==> src/rtl/tc_pkg.sv <==
// Shared definitions for the digit-serial two's-complement unit:
// op encoding, FSM states and the operand-mapping helper.
package tc_pkg;

  localparam logic [1:0] OP_NEG  = 2'b00;
  localparam logic [1:0] OP_ABS  = 2'b01;
  localparam logic [1:0] OP_SUB  = 2'b10;
  localparam logic [1:0] OP_PASS = 2'b11;

  typedef enum logic [1:0] {
    IDLE = 2'd0,
    BUSY = 2'd1,
    DONE = 2'd2
  } state_t;

  // True when the op computes -a (NEG always, ABS only for a negative operand).
  function automatic logic negates_a(input logic [1:0] op, input logic a_sign);
    return (op == OP_NEG) || ((op == OP_ABS) && a_sign);
  endfunction

endpackage

==> src/rtl/twos_comp_serial_alu_if.sv <==
// Request/response handshake bundle for twos_comp_serial_alu.
interface twos_comp_serial_alu_if #(
  parameter int unsigned W = 32
);

  logic         in_valid;
  logic         in_ready;
  logic [1:0]   op;
  logic [W-1:0] a;
  logic [W-1:0] b;
  logic         out_valid;
  logic         out_ready;
  logic [W-1:0] result;
  logic         ovf;

  modport master (
    output in_valid, op, a, b, out_ready,
    input  in_ready, out_valid, result, ovf
  );

  modport slave (
    input  in_valid, op, a, b, out_ready,
    output in_ready, out_valid, result, ovf
  );

endinterface

==> src/rtl/tc_digit_add.sv <==
// Combinational DIGIT_W-bit adder slice with carry in/out.
module tc_digit_add #(
  parameter int unsigned DIGIT_W = 8
) (
  input  logic [DIGIT_W-1:0] x,
  input  logic [DIGIT_W-1:0] y,
  input  logic               cin,
  output logic [DIGIT_W-1:0] sum_c,
  output logic               cout_c
);

  localparam int unsigned SUM_W = DIGIT_W + 1;

  logic [SUM_W-1:0] full_sum;

  assign full_sum = SUM_W'(x) + SUM_W'(y) + SUM_W'(cin);
  assign sum_c    = full_sum[DIGIT_W-1:0];
  assign cout_c   = full_sum[DIGIT_W];

endmodule

==> src/rtl/twos_comp_serial_alu.sv <==
// Digit-serial NEG / ABS / SUB / PASS on W-bit signed operands, DIGIT_W bits
// per clock, LSB digit first, valid/ready on both request and result.
module twos_comp_serial_alu
  import tc_pkg::*;
#(
  parameter int unsigned W       = 32,
  parameter int unsigned DIGIT_W = 8
) (
  input  logic                   clk,
  input  logic                   rst_n,
  twos_comp_serial_alu_if.slave  bus
);

  localparam int unsigned NDIG  = W / DIGIT_W;
  localparam int unsigned CNT_W = (NDIG > 1) ? $clog2(NDIG) : 1;
  localparam logic [W-1:0] A_MIN = W'(1) << (W - 1);

  state_t             state_q, state_d;
  logic [CNT_W-1:0]   cnt_q, cnt_d;
  logic               carry_q, carry_d;
  logic [W-1:0]       opa_q, opa_d;
  logic [W-1:0]       opb_q, opb_d;
  logic [1:0]         op_q, op_d;
  logic               a_sign_q, a_sign_d;
  logic               b_sign_q, b_sign_d;
  logic               a_min_q, a_min_d;
  logic               in_ready_q, in_ready_d;
  logic               out_valid_q, out_valid_d;
  logic [W-1:0]       result_q, result_d;
  logic               ovf_q, ovf_d;

  logic               neg_eff;
  logic [DIGIT_W-1:0] x_dig;
  logic [DIGIT_W-1:0] y_dig;
  logic [DIGIT_W-1:0] sum_dig;
  logic               cout;
  logic [W-1:0]       shifted;
  logic               last_dig;
  logic               ovf_calc;

  // Operand mapping for the current LSB digit of the captured operands.
  always_comb begin
    neg_eff = negates_a(op_q, a_sign_q);
    x_dig   = neg_eff ? ~opa_q[DIGIT_W-1:0] : opa_q[DIGIT_W-1:0];
    y_dig   = (op_q == OP_SUB) ? ~opb_q[DIGIT_W-1:0] : '0;
  end

  tc_digit_add #(
    .DIGIT_W (DIGIT_W)
  ) u_digit_add (
    .x      (x_dig),
    .y      (y_dig),
    .cin    (carry_q),
    .sum_c  (sum_dig),
    .cout_c (cout)
  );

  // Operand A's register doubles as the result shift register: each sum
  // digit enters at the top as the consumed digit leaves at the bottom.
  always_comb begin
    shifted  = (opa_q >> DIGIT_W) | (W'(sum_dig) << (W - DIGIT_W));
    last_dig = (cnt_q == CNT_W'(NDIG - 1));
    unique case (op_q)
      OP_NEG, OP_ABS: ovf_calc = a_min_q;
      OP_SUB:         ovf_calc = (a_sign_q != b_sign_q) && (shifted[W-1] != a_sign_q);
      default:        ovf_calc = 1'b0;
    endcase
  end

  // Next-state and datapath control.
  always_comb begin
    state_d     = state_q;
    cnt_d       = cnt_q;
    carry_d     = carry_q;
    opa_d       = opa_q;
    opb_d       = opb_q;
    op_d        = op_q;
    a_sign_d    = a_sign_q;
    b_sign_d    = b_sign_q;
    a_min_d     = a_min_q;
    out_valid_d = out_valid_q;
    result_d    = result_q;
    ovf_d       = ovf_q;

    case (state_q)
      IDLE: begin
        if (bus.in_valid && in_ready_q) begin
          state_d  = BUSY;
          op_d     = bus.op;
          opa_d    = bus.a;
          opb_d    = bus.b;
          a_sign_d = bus.a[W-1];
          b_sign_d = bus.b[W-1];
          a_min_d  = (bus.a == A_MIN);
          cnt_d    = '0;
          carry_d  = negates_a(bus.op, bus.a[W-1]) || (bus.op == OP_SUB);
        end
      end
      BUSY: begin
        opa_d   = shifted;
        opb_d   = opb_q >> DIGIT_W;
        carry_d = cout;
        cnt_d   = cnt_q + CNT_W'(1);
        if (last_dig) begin
          state_d     = DONE;
          cnt_d       = '0;
          carry_d     = 1'b0;
          result_d    = shifted;
          ovf_d       = ovf_calc;
          out_valid_d = 1'b1;
        end
      end
      DONE: begin
        if (bus.out_ready) begin
          state_d     = IDLE;
          out_valid_d = 1'b0;
        end
      end
      default: begin
        state_d     = IDLE;
        out_valid_d = 1'b0;
      end
    endcase

    in_ready_d = (state_d == IDLE);
  end

  always_ff @(posedge clk or negedge rst_n) begin
    if (!rst_n) begin
      state_q     <= IDLE;
      cnt_q       <= '0;
      carry_q     <= 1'b0;
      opa_q       <= '0;
      opb_q       <= '0;
      op_q        <= OP_NEG;
      a_sign_q    <= 1'b0;
      b_sign_q    <= 1'b0;
      a_min_q     <= 1'b0;
      in_ready_q  <= 1'b0;
      out_valid_q <= 1'b0;
      result_q    <= '0;
      ovf_q       <= 1'b0;
    end else begin
      state_q     <= state_d;
      cnt_q       <= cnt_d;
      carry_q     <= carry_d;
      opa_q       <= opa_d;
      opb_q       <= opb_d;
      op_q        <= op_d;
      a_sign_q    <= a_sign_d;
      b_sign_q    <= b_sign_d;
      a_min_q     <= a_min_d;
      in_ready_q  <= in_ready_d;
      out_valid_q <= out_valid_d;
      result_q    <= result_d;
      ovf_q       <= ovf_d;
    end
  end

  assign bus.in_ready  = in_ready_q;
  assign bus.out_valid = out_valid_q;
  assign bus.result    = result_q;
  assign bus.ovf       = ovf_q;

endmodule

==> src/flat_wrapper.sv <==
// flat-port wrapper written by rule: the top's interface ports become plain ports
module twos_comp_serial_alu_flat import tc_pkg::*;
#(
  parameter int unsigned W       = 32,
  parameter int unsigned DIGIT_W = 8
)
  (clk, rst_n, bus_in_valid, bus_op, bus_a, bus_b, bus_out_ready, bus_in_ready, bus_out_valid, bus_result, bus_ovf);
  twos_comp_serial_alu_if #(.W(W)) bus_i ();
  input  logic clk;
  input  logic rst_n;
  input wire logic [$bits(bus_i.in_valid)-1:0] bus_in_valid;
  input wire logic [$bits(bus_i.op)-1:0] bus_op;
  input wire logic [$bits(bus_i.a)-1:0] bus_a;
  input wire logic [$bits(bus_i.b)-1:0] bus_b;
  input wire logic [$bits(bus_i.out_ready)-1:0] bus_out_ready;
  output wire logic [$bits(bus_i.in_ready)-1:0] bus_in_ready;
  output wire logic [$bits(bus_i.out_valid)-1:0] bus_out_valid;
  output wire logic [$bits(bus_i.result)-1:0] bus_result;
  output wire logic [$bits(bus_i.ovf)-1:0] bus_ovf;
  assign bus_i.in_valid = bus_in_valid;
  assign bus_i.op = bus_op;
  assign bus_i.a = bus_a;
  assign bus_i.b = bus_b;
  assign bus_i.out_ready = bus_out_ready;
  assign bus_in_ready = bus_i.in_ready;
  assign bus_out_valid = bus_i.out_valid;
  assign bus_result = bus_i.result;
  assign bus_ovf = bus_i.ovf;
  twos_comp_serial_alu #(.W(W), .DIGIT_W(DIGIT_W)) u_core (.clk(clk), .rst_n(rst_n), .bus(bus_i));
endmodule
==> config.mk <==
export PLATFORM = sky130hd
export DESIGN_NAME = twos_comp_serial_alu_flat
export DESIGN_NICKNAME = d
export VERILOG_FILES = /design/src/rtl/tc_pkg.sv /design/src/rtl/twos_comp_serial_alu_if.sv /design/src/rtl/tc_digit_add.sv /design/src/rtl/twos_comp_serial_alu.sv /design/src/flat_wrapper.sv
export SDC_FILE = /design/constraint.sdc
export NUM_CORES = 1
export LEC_CHECK = 0
export BUFFER_PORTS_ARGS = -buffer_cell sky130_fd_sc_hd__buf_2
export CAP_MARGIN = 15
export CORE_MARGIN = 10
export CORE_UTILIZATION = 52
export CTS_CLUSTER_DIAMETER = 80
export CTS_CLUSTER_SIZE = 24
export DETAILED_ROUTE_END_ITERATION = 8
export PLACE_DENSITY_LB_ADDON = 0.15
export REMOVE_ABC_BUFFERS = 1
export SETUP_SLACK_MARGIN = 0.5
export SLEW_MARGIN = 20
export SYNTH_ARGS = -nofsm -noshare
export SYNTH_HDL_FRONTEND = slang
export SYNTH_SLANG_ARGS = --single-unit
==> constraint.sdc <==
create_clock -name clk -period 3.5 [get_ports clk]
set_input_delay 0.7 -clock clk [delete_from_list [all_inputs] [get_ports clk]]
set_output_delay 0.7 -clock clk [all_outputs]
set_load 0.005 [all_outputs]
==> results.txt <==
- Leakage power summed over all cells: 2.851 nW
* Capturing element of the worst setup path: u_core.opa_q[30]
- TritonCTS built the clock tree.
* Number of cells on the worst reg-to-reg path: 9
- Commonest cells after routing, fill and taps aside: 143 x nand2_1, 109 x dfrtp_1, 103 x buf_2
- The library cell used most frequently in the layout, excluding fill and tap cells, is nand2_1.
- Most common cell on crit path: fa_1
* Warnings, synthesis: 0
- STA classifies the critical path endpoint as a flip-flop.
- The die is 119.1 um tall.
* Reg2Reg Capture Point: u_core.opa_q[30]
* Internal Pwr Total: 0.003544 W
* Weighted congestion reported at the end of routability-driven placement: between 0.8 and 0.9
- The via count of the first global-routing pass came to between 4000 and 5000.
- Syn Std Cell Area: about 5000 um2
* Delay-heaviest family, CP: adder cells
- Initial core utilization: around 53%
* Req. time, crit path: between 3 and 4 ns
- Crit Path Class: flip-flop to flip-flop
- Traced cell by cell, the critical path runs through nand2b_4 > or2_2 > fa_1 > fa_1 > nor2b_2 > o211ai_1 > a21boi_2 > mux2_2 > o21ai_0.
- The clock reaches the later pin of the worst-skew pair after between 0.3 and 0.4 ns.
- After detailed placement, the total cell area comes to ~5700 um2.
* Post-DR wirelength/cell: approximately 16 um
* Worst setup slack before clock tree synthesis: between 0.3 and 0.4 ns
- Critical path startpoint: u_core.op_q[0]
* Cts hold-fix bufs: 0
- The first global-routing pass estimated approximately 21000 um of wire.
- For this run, asynchronously set or reset flops after synthesis account for 100.0%.
- IR analysis of the VDD net gives a maximum drop of about 0.40 mV.
- For the pin with the worst max-slew slack, the measured transition is 0.8112 ns.
- Biggest cell delay along the critical path: approximately 0.44 ns
- The final max-slew violation count is 0.
* Number of CTS-inserted buffers: 9
* Seq pwr share: between 30% and 40%
- Skew final: 0.01802 ns
* Min Tclk post-route: around 2.9 ns
- The detailed router finished its first iteration with 370 violations.
* Library cell contributing the largest single delay on the critical path: fa_1
* Post-route cell area: ~6000 um2
* Maximum frequency from static timing analysis: around 0.35 GHz
- The critical path runs through a total of 9 cells.
- In the synthesized netlist the dominant register cell turns out to be dfrtp_1.
- Placeable Area: a little under 10000 um2
* Filler Cells Inserted: approximately 850
* Post-synthesis sequential element count: between 100 and 150
- Setup violations remaining at the end of the flow were counted as 0.
* Initial antenna violation count: 0
* Clock slew at the register clock pins of the worst setup and hold paths: ~0.11 ns
* Number of distinct library cells after synthesis: 41
- The die covers 14180 um2.
- Count of antenna-violating nets left after detailed routing: 0
- Type of origin of the critical path: flip-flop
* Number of cells produced by synthesis: roughly 550
- For flop-to-flop paths, the worst setup slack is 0.63 ns.
* Switching Fraction: between 40 and 50%
- Count of final hold-check violations: 0
- Cell Count Post-Placement: approximately 760
- Counting both buffers and inverters, the worst setup path holds a total of 0.
- In this run the worst path has a maximum fanout of 9.
- Global routing consumed, over all layers together, 17.79% of the routing resources.
- Remaining max-slew budget at the tightest pin: a little under half
* Combinational Power Share: ~47%
- Of the total power, the clock network draws approximately 14%.
- The analysis attributes to net switching a power of ~0.0025 W.
- Clk Tree Root Cell: clkbuf_8
- Placement Rows: 36
- Setup slack on the critical path of the routed design comes to ~0.63 ns.
- Number of enable-type register cells in the synthesized netlist: 0
* CTS HTree Levels: 3
- The HPWL after detailed placement is 9172 um.
* Max_cap viols: 0
- Hold Crit Class: primary input to async pin
* Syn-to-layout area delta: 17.30%
* Ratio of final minimum period to clock period: ~82%
- Final Total Pwr: roughly 0.006 W
- Setup repair after global routing left no endpoint under its margin.
- Entering global routing, the biggest net connects 80 pins.
- Maximum number of buffers from clock root to sink: 2
* Arrival time reported for the critical path endpoint: 3.17 ns
* Status: completed
* Final WL: 12670 um
- # clock sinks: approximately 110
- First-pass iteration count of the detailed router: 5
- Dividing total power by cell area gives a power density of 1005 nW/um2.
* Number of port buffers: 104
* Portion of the post-synthesis area used by sequential elements: a little over half
- Synth Area per Inst: around 9.4 um2
- The die is 119.1 um wide.
* Worst reg2reg startpoint: u_core.op_q[0]
* Total via count in the routed design: a little over 4000
- Summed over all layers, the global routing overflow is 0.
* Average vias per placed instance: 5.365
- For this design the top-level I/O count stands at about 110.
* Final non-filler cell total: 772
- Total DRC errors in the routed layout: 0
- Count of nets after finishing: 714
- Layout cells sized above 1: about a quarter
- The number of antenna diodes in the final layout is 0.
[Yosys cell counts (2+ instances only)]
cell type	number	area, um2
fa_1	2	40.04
nand4_1	2	12.51
nor3_1	3	15.01
xnor2_1	3	26.28
clkbuf_1	22	82.58
ha_1	8	100.1
nand3_1	3	15.01
dfrtp_1	109	2728
xor2_1	9	78.83
o211ai_1	4	30.03
nand2b_1	6	37.54
o21ai_0	24	120.1
o31ai_1	3	22.52
nand2_1	143	536.8
buf_2	11	55.05
inv_1	6	22.52
a21oi_1	12	60.06
and3_1	4	25.02
a21o_1	2	15.01
nor3b_1	3	22.52
buf_4	2	15.01
a31oi_1	50	312.8
or2_2	2	12.51
nor2_1	62	232.7
nor2b_1	2	12.51
nor4_1	7	43.79
mux2_2	26	292.8
a22oi_1	2	15.01
[routing by layer]
metal  track usage (%)  routed length (um)  vias to the layer above
met3             4.062                 785                       15
met4             6.641                 201                        0
met1             23.31                5857                     1986
li1                  -                   -                     2027
met2             28.18                5823                      114
met5                 0                   0                        -
[metrics by stage]
stage	hold slack (ns)	utilization, %	TNS, ns
CTS	0.3910	61.68	0
finish	0.3642	61.83	0
global route	0.4233	61.83	0
detailed placement	0.4760	59.25	0
global placement	0.4578	59.25	0
floorplan	0.4044	-	-221.21
[power groups by stage]
| stage | Combinational [W] | Clock [W] | Sequential, W |
|---|---|---|---|
| 2_1_floorplan | 0.00201 | 0 | 0.00224 |
| 3_3_place_gp | 0.00271 | 0 | 0.00231 |
| 3_5_place_dp | 0.00282 | 0 | 0.00234 |
| 4_1_cts | 0.00283 | 0.000885 | 0.00231 |
| 5_1_grt | 0.00320 | 0.000940 | 0.00240 |
| 6_report | 0.00283 | 0.000874 | 0.00231 |
[how the worst min path moves through the flow]
stage,to,slack [ns]
3_3_place_gp,u_core.bus.result[24],0.46
2_1_floorplan,u_core.a_min_q,0.40
3_5_place_dp,u_core.bus.result[24],0.48
4_1_cts,u_core.bus.result[14],0.39
5_1_grt,u_core.bus.result[14],0.42
6_report,u_core.bus.result[14],0.36
[flip-flops by register name, indices dropped and copies added, names as in the netlist, 2 cells and up]
signal             count
u_core.state_q         2
u_core.op_q            2
u_core.bus.result     32
u_core.cnt_q           2
u_core.opa_q          32
u_core.opb_q          32
[final cells by class]
class	count	area [um2]	area share, %
Clock buffer	10	137.6	2.298
Clock inverter	6	91.34	1.525
Inverter	6	22.52	0.3761
Multi-Input combinational cell	395	2240	37.40
Sequential cell	109	2728	45.55
Tap cell	133	166.4	2.779
Timing Repair Buffer	113	603.1	10.07
[kinds of logic after synthesis]
family | Yosys count | synth area share, %
AND/OR/NAND/NOR | 244 | 20.29
AO/OA/AOI/OAI | 103 | 12.30
adder cells (fa/ha/maj) | 10 | 2.745
XOR/XNOR | 12 | 2.059
buffers and inverters | 41 | 3.431
flip-flops | 109 | 53.43
multiplexers | 26 | 5.735
[timing repair]
item / CTS / global route
cloned: 0 / 0
pin swaps: 0 / 1
setup endpoints to repair: 2 / 1
gates resized for setup: 3 / 2
setup buffers: 0 / 1
No activity file was read; power rests on OpenSTA's default activity.
